`config.mk`:
```
export PLATFORM = sky130hd
export DESIGN_NAME = rv32_m_arbiter
export DESIGN_NICKNAME = d
export VERILOG_FILES = /design/src/rtl/rv32_m_arbiter.sv
export SDC_FILE = /design/constraint.sdc
export NUM_CORES = 1
export LEC_CHECK = 0
export ABC_AREA = 1
export BUFFER_PORTS_ARGS = -buffer_cell sky130_fd_sc_hd__buf_2
export CORE_MARGIN = 3
export CORE_UTILIZATION = 30
export CTS_BUF_LIST = sky130_fd_sc_hd__clkbuf_8
export DETAILED_ROUTE_END_ITERATION = 8
export SYNTH_ARGS = -nofsm -noshare
export SYNTH_HDL_FRONTEND = slang
export SYNTH_SLANG_ARGS = --single-unit
```
`constraint.sdc`:
```
create_clock -name i_clk -period 1.95 [get_ports i_clk]
set_input_delay 0.0975 -clock i_clk [delete_from_list [all_inputs] [get_ports i_clk]]
set_output_delay 0.0975 -clock i_clk [all_outputs]
set_load 0.02 [all_outputs]
```
`src/rtl/rv32_m_arbiter.sv`:
```
// Round-robin arbiter/sequencer sharing one multiply/divide unit between N_REQ requesters.
// Latches the winner's operands, drives a one-cycle start, routes the result back, aborts on timeout.
module rv32_m_arbiter #(
  parameter int unsigned N_REQ   = 2,
  parameter int unsigned TIMEOUT = 64,
  parameter int unsigned XLEN    = 32
) (
  input  logic                  i_clk,
  input  logic                  i_rst,
  input  logic [N_REQ-1:0]      i_req,
  input  logic [N_REQ*XLEN-1:0] i_rs1,
  input  logic [N_REQ*XLEN-1:0] i_rs2,
  input  logic [N_REQ*3-1:0]    i_f3,
  output logic [N_REQ-1:0]      o_ack,
  output logic [XLEN-1:0]       o_res,
  output logic                  o_err,
  output logic                  o_busy,
  output logic                  o_m_en,
  output logic [XLEN-1:0]       o_m_rs1,
  output logic [XLEN-1:0]       o_m_rs2,
  output logic [2:0]            o_m_f3,
  input  logic [XLEN-1:0]       i_m_res,
  input  logic                  i_m_ack
);

  localparam int unsigned IDX_W = $clog2(N_REQ);
  localparam int unsigned WD_W  = $clog2(TIMEOUT);

  typedef enum logic [1:0] {
    S_IDLE,
    S_GRANT,
    S_WAIT,
    S_DONE
  } state_e;

  state_e           state_q;
  logic [IDX_W-1:0] ptr_q;
  logic [IDX_W-1:0] grant_q;
  logic [WD_W-1:0]  wdog_q;

  logic             win_vld_c;
  logic [IDX_W-1:0] win_idx_c;

  // (base + off) mod N_REQ, valid for N_REQ that is not a power of two
  function automatic logic [IDX_W-1:0] wrap_add(input logic [IDX_W-1:0] base, input int off);
    logic [IDX_W:0] s;
    s = {1'b0, base} + (IDX_W+1)'(off);
    if (s >= (IDX_W+1)'(N_REQ)) s = s - (IDX_W+1)'(N_REQ);
    return s[IDX_W-1:0];
  endfunction

  // Scan downward so the candidate nearest the pointer is written last and wins
  always_comb begin
    win_vld_c = |i_req;
    win_idx_c = ptr_q;
    for (int i = int'(N_REQ) - 1; i >= 0; i--) begin
      if (i_req[wrap_add(ptr_q, i)]) win_idx_c = wrap_add(ptr_q, i);
    end
  end

  always_ff @(posedge i_clk or negedge i_rst) begin
    if (!i_rst) begin
      state_q <= S_IDLE;
      ptr_q   <= '0;
      grant_q <= '0;
      wdog_q  <= '0;
      o_ack   <= '0;
      o_res   <= '0;
      o_err   <= 1'b0;
      o_busy  <= 1'b0;
      o_m_en  <= 1'b0;
      o_m_rs1 <= '0;
      o_m_rs2 <= '0;
      o_m_f3  <= '0;
    end else begin
      case (state_q)
        S_IDLE: begin
          if (win_vld_c) begin
            grant_q <= win_idx_c;
            o_m_rs1 <= i_rs1[win_idx_c*XLEN +: XLEN];
            o_m_rs2 <= i_rs2[win_idx_c*XLEN +: XLEN];
            o_m_f3  <= i_f3[win_idx_c*3 +: 3];
            o_m_en  <= 1'b1;
            o_busy  <= 1'b1;
            wdog_q  <= '0;
            state_q <= S_GRANT;
          end
        end
        // Watchdog counts cycles elapsed since the start pulse
        S_GRANT: begin
          o_m_en  <= 1'b0;
          wdog_q  <= WD_W'(1);
          state_q <= S_WAIT;
        end
        S_WAIT: begin
          if (i_m_ack) begin
            o_res   <= i_m_res;
            o_ack   <= N_REQ'(1) << grant_q;
            o_err   <= 1'b0;
            o_busy  <= 1'b0;
            state_q <= S_DONE;
          end else if (wdog_q == WD_W'(TIMEOUT - 1)) begin
            o_res   <= '0;
            o_ack   <= N_REQ'(1) << grant_q;
            o_err   <= 1'b1;
            o_busy  <= 1'b0;
            state_q <= S_DONE;
          end else begin
            wdog_q <= wdog_q + WD_W'(1);
          end
        end
        S_DONE: begin
          o_ack   <= '0;
          o_err   <= 1'b0;
          o_res   <= '0;
          ptr_q   <= wrap_add(grant_q, 1);
          state_q <= S_IDLE;
        end
        default: state_q <= S_IDLE;
      endcase
    end
  end

endmodule
```
; ---- Word level (Yosys, flattened, before mapping)
; Index checks and enable logic that the tools add are counted.
[op_classes]
n_addsub = 6
n_mul = 1
magnitude_cmp = 5
eq_ne = 8
shift = 4
muxes = 31
reduce_logical = 12
[ops]
columns = cell, count
row1 = 64-bit by 7-bit variable part select with 32-bit output, 2
row2 = 32-bit 2-to-1 mux, 2
row3 = 32-bit one-hot mux with 2 select lines, 1
row4 = 6-bit 2-to-1 mux, 3
row5 = 6-bit one-hot mux with 3 select lines, 1
row6 = 1-bit 2-to-1 mux, 14
row7 = 2-bit 2-to-1 mux, 5
row8 = 2-bit one-hot mux with 4 select lines, 1
row9 = 2-bit AND reduction, 4
row10 = 6-bit by 1-bit adder with 6-bit output (second input constant), 1
row11 = 6-bit equality test (second input constant), 1
row12 = 2-bit != test (second input constant), 3
row13 = 1-bit one-hot mux with 2 select lines, 3
row14 = 2-bit nonzero test, 3
row15 = 6-bit by 4-bit variable part select with 3-bit output, 1
row16 = 1-bit by 1-bit adder with 2-bit output (second input constant), 2
row17 = 2-bit equality test (second input constant), 2
row18 = 2-bit greater-or-equal comparator (second input constant), 2
row19 = 1-bit by 2-bit less-than comparator with 1-bit output (second input constant), 2
row20 = 2-bit one-hot mux with 2 select lines, 1
row21 = 4-bit AND reduction, 1
row22 = 1-bit by 2-bit multiplier with 3-bit output (second input constant), 1
row23 = 3-bit != test (second input constant), 1
row24 = 3-bit AND reduction, 1
row25 = other kinds (7), 9
[word_totals]
register_bits = 114
output_inout_bits = 104
elab_cells = 79

; ---- Longest topological paths before layout
[depth]
word_depth = 9
ltp_mapped = 9

; ---- Least setup slack after synthesis
; Ideal clock, no wire load.
[synth_path]
kind = flip-flop to flip-flop
from = register state_q[0]
to = register o_res[0]
t_arrival_ps = 1487
t_required_ps = 1884
slack_ps = 397
stages_incl_launch_ff = 9
n_path_buf = 2
path_cell_list = dfrtp_1 > inv_1 > ha_1 > buf_4 > inv_1 > nand2_1 > clkbuf_1 > nand3_1 > nand2_1
[synth_between]
elab_chain_len = 3
[synth_lines]
columns = item, line
row1 = from (decl), 36  ; state_e state_q;
row2 = from (signal assigned), 63  ; state_q <= S_IDLE;
row3 = from (signal assigned), 86  ; state_q <= S_GRANT;
row4 = from (signal assigned), 93  ; state_q <= S_WAIT;
row5 = 2-bit equality test, 76  ; case (state_q)
row6 = 3-bit != test (no source line) / 2-bit nonzero test (equally long branches), -
row7 = 2-bit AND reduction (no source line), -
row8 = to (signal assigned), 97  ; o_res <= i_m_res;
row9 = to (decl), 15  ; output logic [XLEN-1:0] o_res,
; Parallel ways exist; a longest one is shown, timed or not.
; A chain may end at the register's enable or synchronous reset.

; ---- Worst setup path after layout
[layout_path]
from = register state_q[0]
to = register o_m_rs1[29]
[layout_between]
elab_chain_len = 2
[layout_lines]
columns = item, line
row1 = 2-bit logical NOT, 76
row2 = 2-bit AND reduction (no source line), -
row3 = to (signal assigned), 80  ; o_m_rs1 <= i_rs1[win_idx_c*XLEN +: XLEN];
row4 = to (decl), 19  ; output logic [XLEN-1:0] o_m_rs1,
; No other way between the ends.

==> impl_metrics.toml <==
[timing]
skew_ns = 0.009537
min_period_ns = 1.759
maxClockFrequency_ghz = 0.5686
report.final.slew_viol_count = 0
tns_ns = 0
timing.final.crit_share_pct = 90.19
tightest_slew_ns = 0.6991
setup_viol = 0
slew_headroom_pct = 53.39
rsz0062_at_grt = "false"
hold_viol_final = 0

[synthesis]
synthSimpleGateAreaFrac_pct = 21.42
yosysWarnings = 0
synth_top_family_by_area = "simple AND/OR/NAND/NOR gates"
synthMuxAreaShare_pct = 0
synth_fp_nets = 857
netlist_area_mm2 = 0.005426
yosysSeqAreaShare_pct = 52.57
synth.distinct_cells = 25
synthAdderAreaFrac_pct = 1.153
synth_compound_area_share_pct = 15.06
syn_area_per_cell_um2 = 7.968
postSynthCellCount = 681
synth_xor_area_share_pct = 0.1614
yosys_register_bits = 114

[setup_path]
critPathMaxStageDelay_ns = 0.41
worstPathMaxFanout = 38
crit_type = "reg -> reg"
path_common_cell = "inv_1"
cp_slowest_cell = "dfrtp_1"
crit_chain = "inv_1 -> ha_1 -> inv_1 -> a21oi_2 -> inv_4 -> buf_4 -> a21oi_1 -> o21ai_0 -> nand2_1"
critPathArrivalTime_ns = 2.12
endpoint_kind = "flip-flop"
worst-endpoint-required_ns = 2.32
crit_path_start_kind = "flip-flop"

[cells_and_area]
area_growth_pct = 67.42
regArea_mm2 = 0.002853
multi_input_area_mm2 = 0.002064
stdcell_count = 1341
diodes = 0
final_cell_mix = "273 x buf_2, 199 x nand2_1, 159 x dlygate4sd3_1, 114 x dfrtp_1, 83 x inv_1"
fillerInstances = 1524
layout-drive-gt1-share_pct = 29.12
final_common_cell = "buf_2"
nets = 1279
final_util_pct = 51.98

[cts]
cts_buffers = 17
cts_root_buf = "clkbuf_8"
clock_latency_ns = 0.43
cts_buffer_depth = 2
cts_htree_levels = 4
post_cts_buffers = 0
cts_tree = "done"
path_clk_slew_ns = 0.07
clock-sinks = 114

[power_and_ir_drop]
p_per_area_mw_per_mm2 = 1421
irDropWorstVdd_uv = 915.0
seqPwrFrac_pct = 31.7
combPwrFrac_pct = 47.7
internal-power_uw = 7245
swShare_pct = 43.89
clockPowerShare_pct = 20.7
p_leak_uw = 0.005071
switchingPower_uw = 5667

[route]
ant_nets = 0
avgRoutedWirePerCell_um = 14.22
drt_first_pass_iters = 4
avgViaCountPerCell = 4.571
drt_iter0_markers = 304
num_vias = 6130
wl_met3_um = 1552
drc = 0
met1Wirelength_um = 7994
drt_wl_total_um = 19070
maxUsedRoutingLayer = "met4"
routed-wl-met2_um = 9022

[global_route]
grt_max_degree = 99
grt_pass1_vias = 6157
track_usage_pct = 19.04
antenna_found_initial = 0
grt_pass1_wl_um = 30600
gr-total-overflow = 0

[job]
cap_violations = 0

[die]
ioPinCount = 275
die_y_um = 140.5
die_area_mm2 = 0.01974
core_mm2 = 0.01748
initial_core_util_pct = 31.05
placementRows = 48
die_x_um = 140.5

[place]
gp_congestion = 0.7860
placed_cells = 1150
numPortBuffers = 274
dp_hpwl_um = 11130

[hold_path]
hp-class = "in -> reg"

[outcome]
status = "finished clean"
-- timing repair --
| item | in CTS | in global routing |
|---|---|---|
| endpoints found under the hold margin | 214 | 0 |
| hold buffers | 159 | 0 |
| setup endpoints to repair | 0 | 5 |
| gates resized for setup | 0 | 1 |
-- Yosys cell counts --
| library cell | count | area [µm²] |
|---|---|---|
| o211ai_1 | 1 | 7.510 |
| o21ai_1 | 36 | 180.2 |
| o21a_1 | 3 | 22.52 |
| clkbuf_1 | 22 | 82.58 |
| o21ai_2 | 1 | 8.760 |
| ha_1 | 5 | 62.56 |
| a21o_1 | 1 | 7.510 |
| buf_2 | 11 | 55.05 |
| clkbuf_2 | 2 | 10.01 |
| nand2_1 | 199 | 747.0 |
| xnor2_1 | 1 | 8.760 |
| inv_1 | 81 | 304.0 |
| buf_4 | 2 | 15.01 |
| dfrtp_1 | 114 | 2853 |
| buf_1 | 1 | 3.750 |
| nand3_1 | 72 | 360.4 |
| o21ai_0 | 42 | 210.2 |
| a21oi_2 | 1 | 8.760 |
| nand2_4 | 2 | 22.52 |
| inv_2 | 2 | 7.510 |
| nand3_2 | 1 | 10.01 |
| a21oi_1 | 71 | 355.3 |
| nor2_1 | 6 | 22.52 |
| o21ai_4 | 1 | 16.27 |
| buf_8 | 3 | 45.04 |
-- state kept, by name, indices dropped and copies added, names as in the netlist --
name     flops
ptr_q        1
o_busy       1
state_q      2
o_m_rs2     32
o_m_f3       3
o_err        1
o_res       32
grant_q      1
o_m_rs1     32
wdog_q       6
o_ack        2
o_m_en       1
-- cell type report --
type                       instances  area share [%]
clock inverter                    15           2.644
inverter                          83           3.457
timing repair buffer             444           34.10
clock buffer                      17           2.575
tap                              225           3.099
multi-input combinational        443           22.72
sequential                       114           31.40
-- path summary, 6_finish.rpt --
path	start	end	slack, ns	cells after the start
worst max-delay path	state_q[0]	o_m_rs1[29]	0.19	9
worst min-delay path	i_rs1[22]	o_m_rs1[22]	0.03	5
worst max register to register	state_q[0]	o_m_rs1[29]	0.19	9
worst min register to register	o_m_rs2[0]	o_m_rs2[0]	0.48	2
max in group asynchronous	i_rst	o_m_rs2[21]	1.08	3
min in group asynchronous	i_rst	o_res[24]	0.22	3
-- critical path, delay by kind of cell (launching register included) --
family          cells  cell delay [ns]
buf+inv             4             0.49
simple gates        1             0.08
fa+ha+maj           1             0.20
compound gates      3             0.52
flops               1             0.41
-- cell families after synthesis --
family                   after synthesis
buffers and inverters                124
flip-flops                           114
AO/OA/AOI/OAI                        157
adder cells (fa/ha/maj)                5
XOR/XNOR                               1
AND/OR/NAND/NOR                      280
-- layer usage --
layer,track usage [%],up-vias
li1,-,3037
met1,23.72,2740
met2,30.80,311
met3,5.872,42
met4,7.700,0
met5,0,-
-- per-stage QoR --
stage	setup WS [ns]	total power, µW	hold slack, ns	cell area, µm²
floorplan	0.3974	8003	-0.1981	5426
global placement	0.2350	9921	0.1169	7015
detailed placement	0.1524	9988	0.1183	7015
CTS	0.1623	12970	0.003601	9081
global route	0.0007263	13880	0.008061	9085
finish	0.1913	12910	0.02537	9085
-- power groups by stage --
stage	clock network [µW]	logic, µW	registers [µW]
after global placement	0	5820	4100
after global routing	2860	6790	4230
after floorplan	0	2640	5360
final	2670	6150	4090
after detailed placement	0	5910	4080
after CTS	2750	6140	4080
Power figures use the tool's default switching activity.
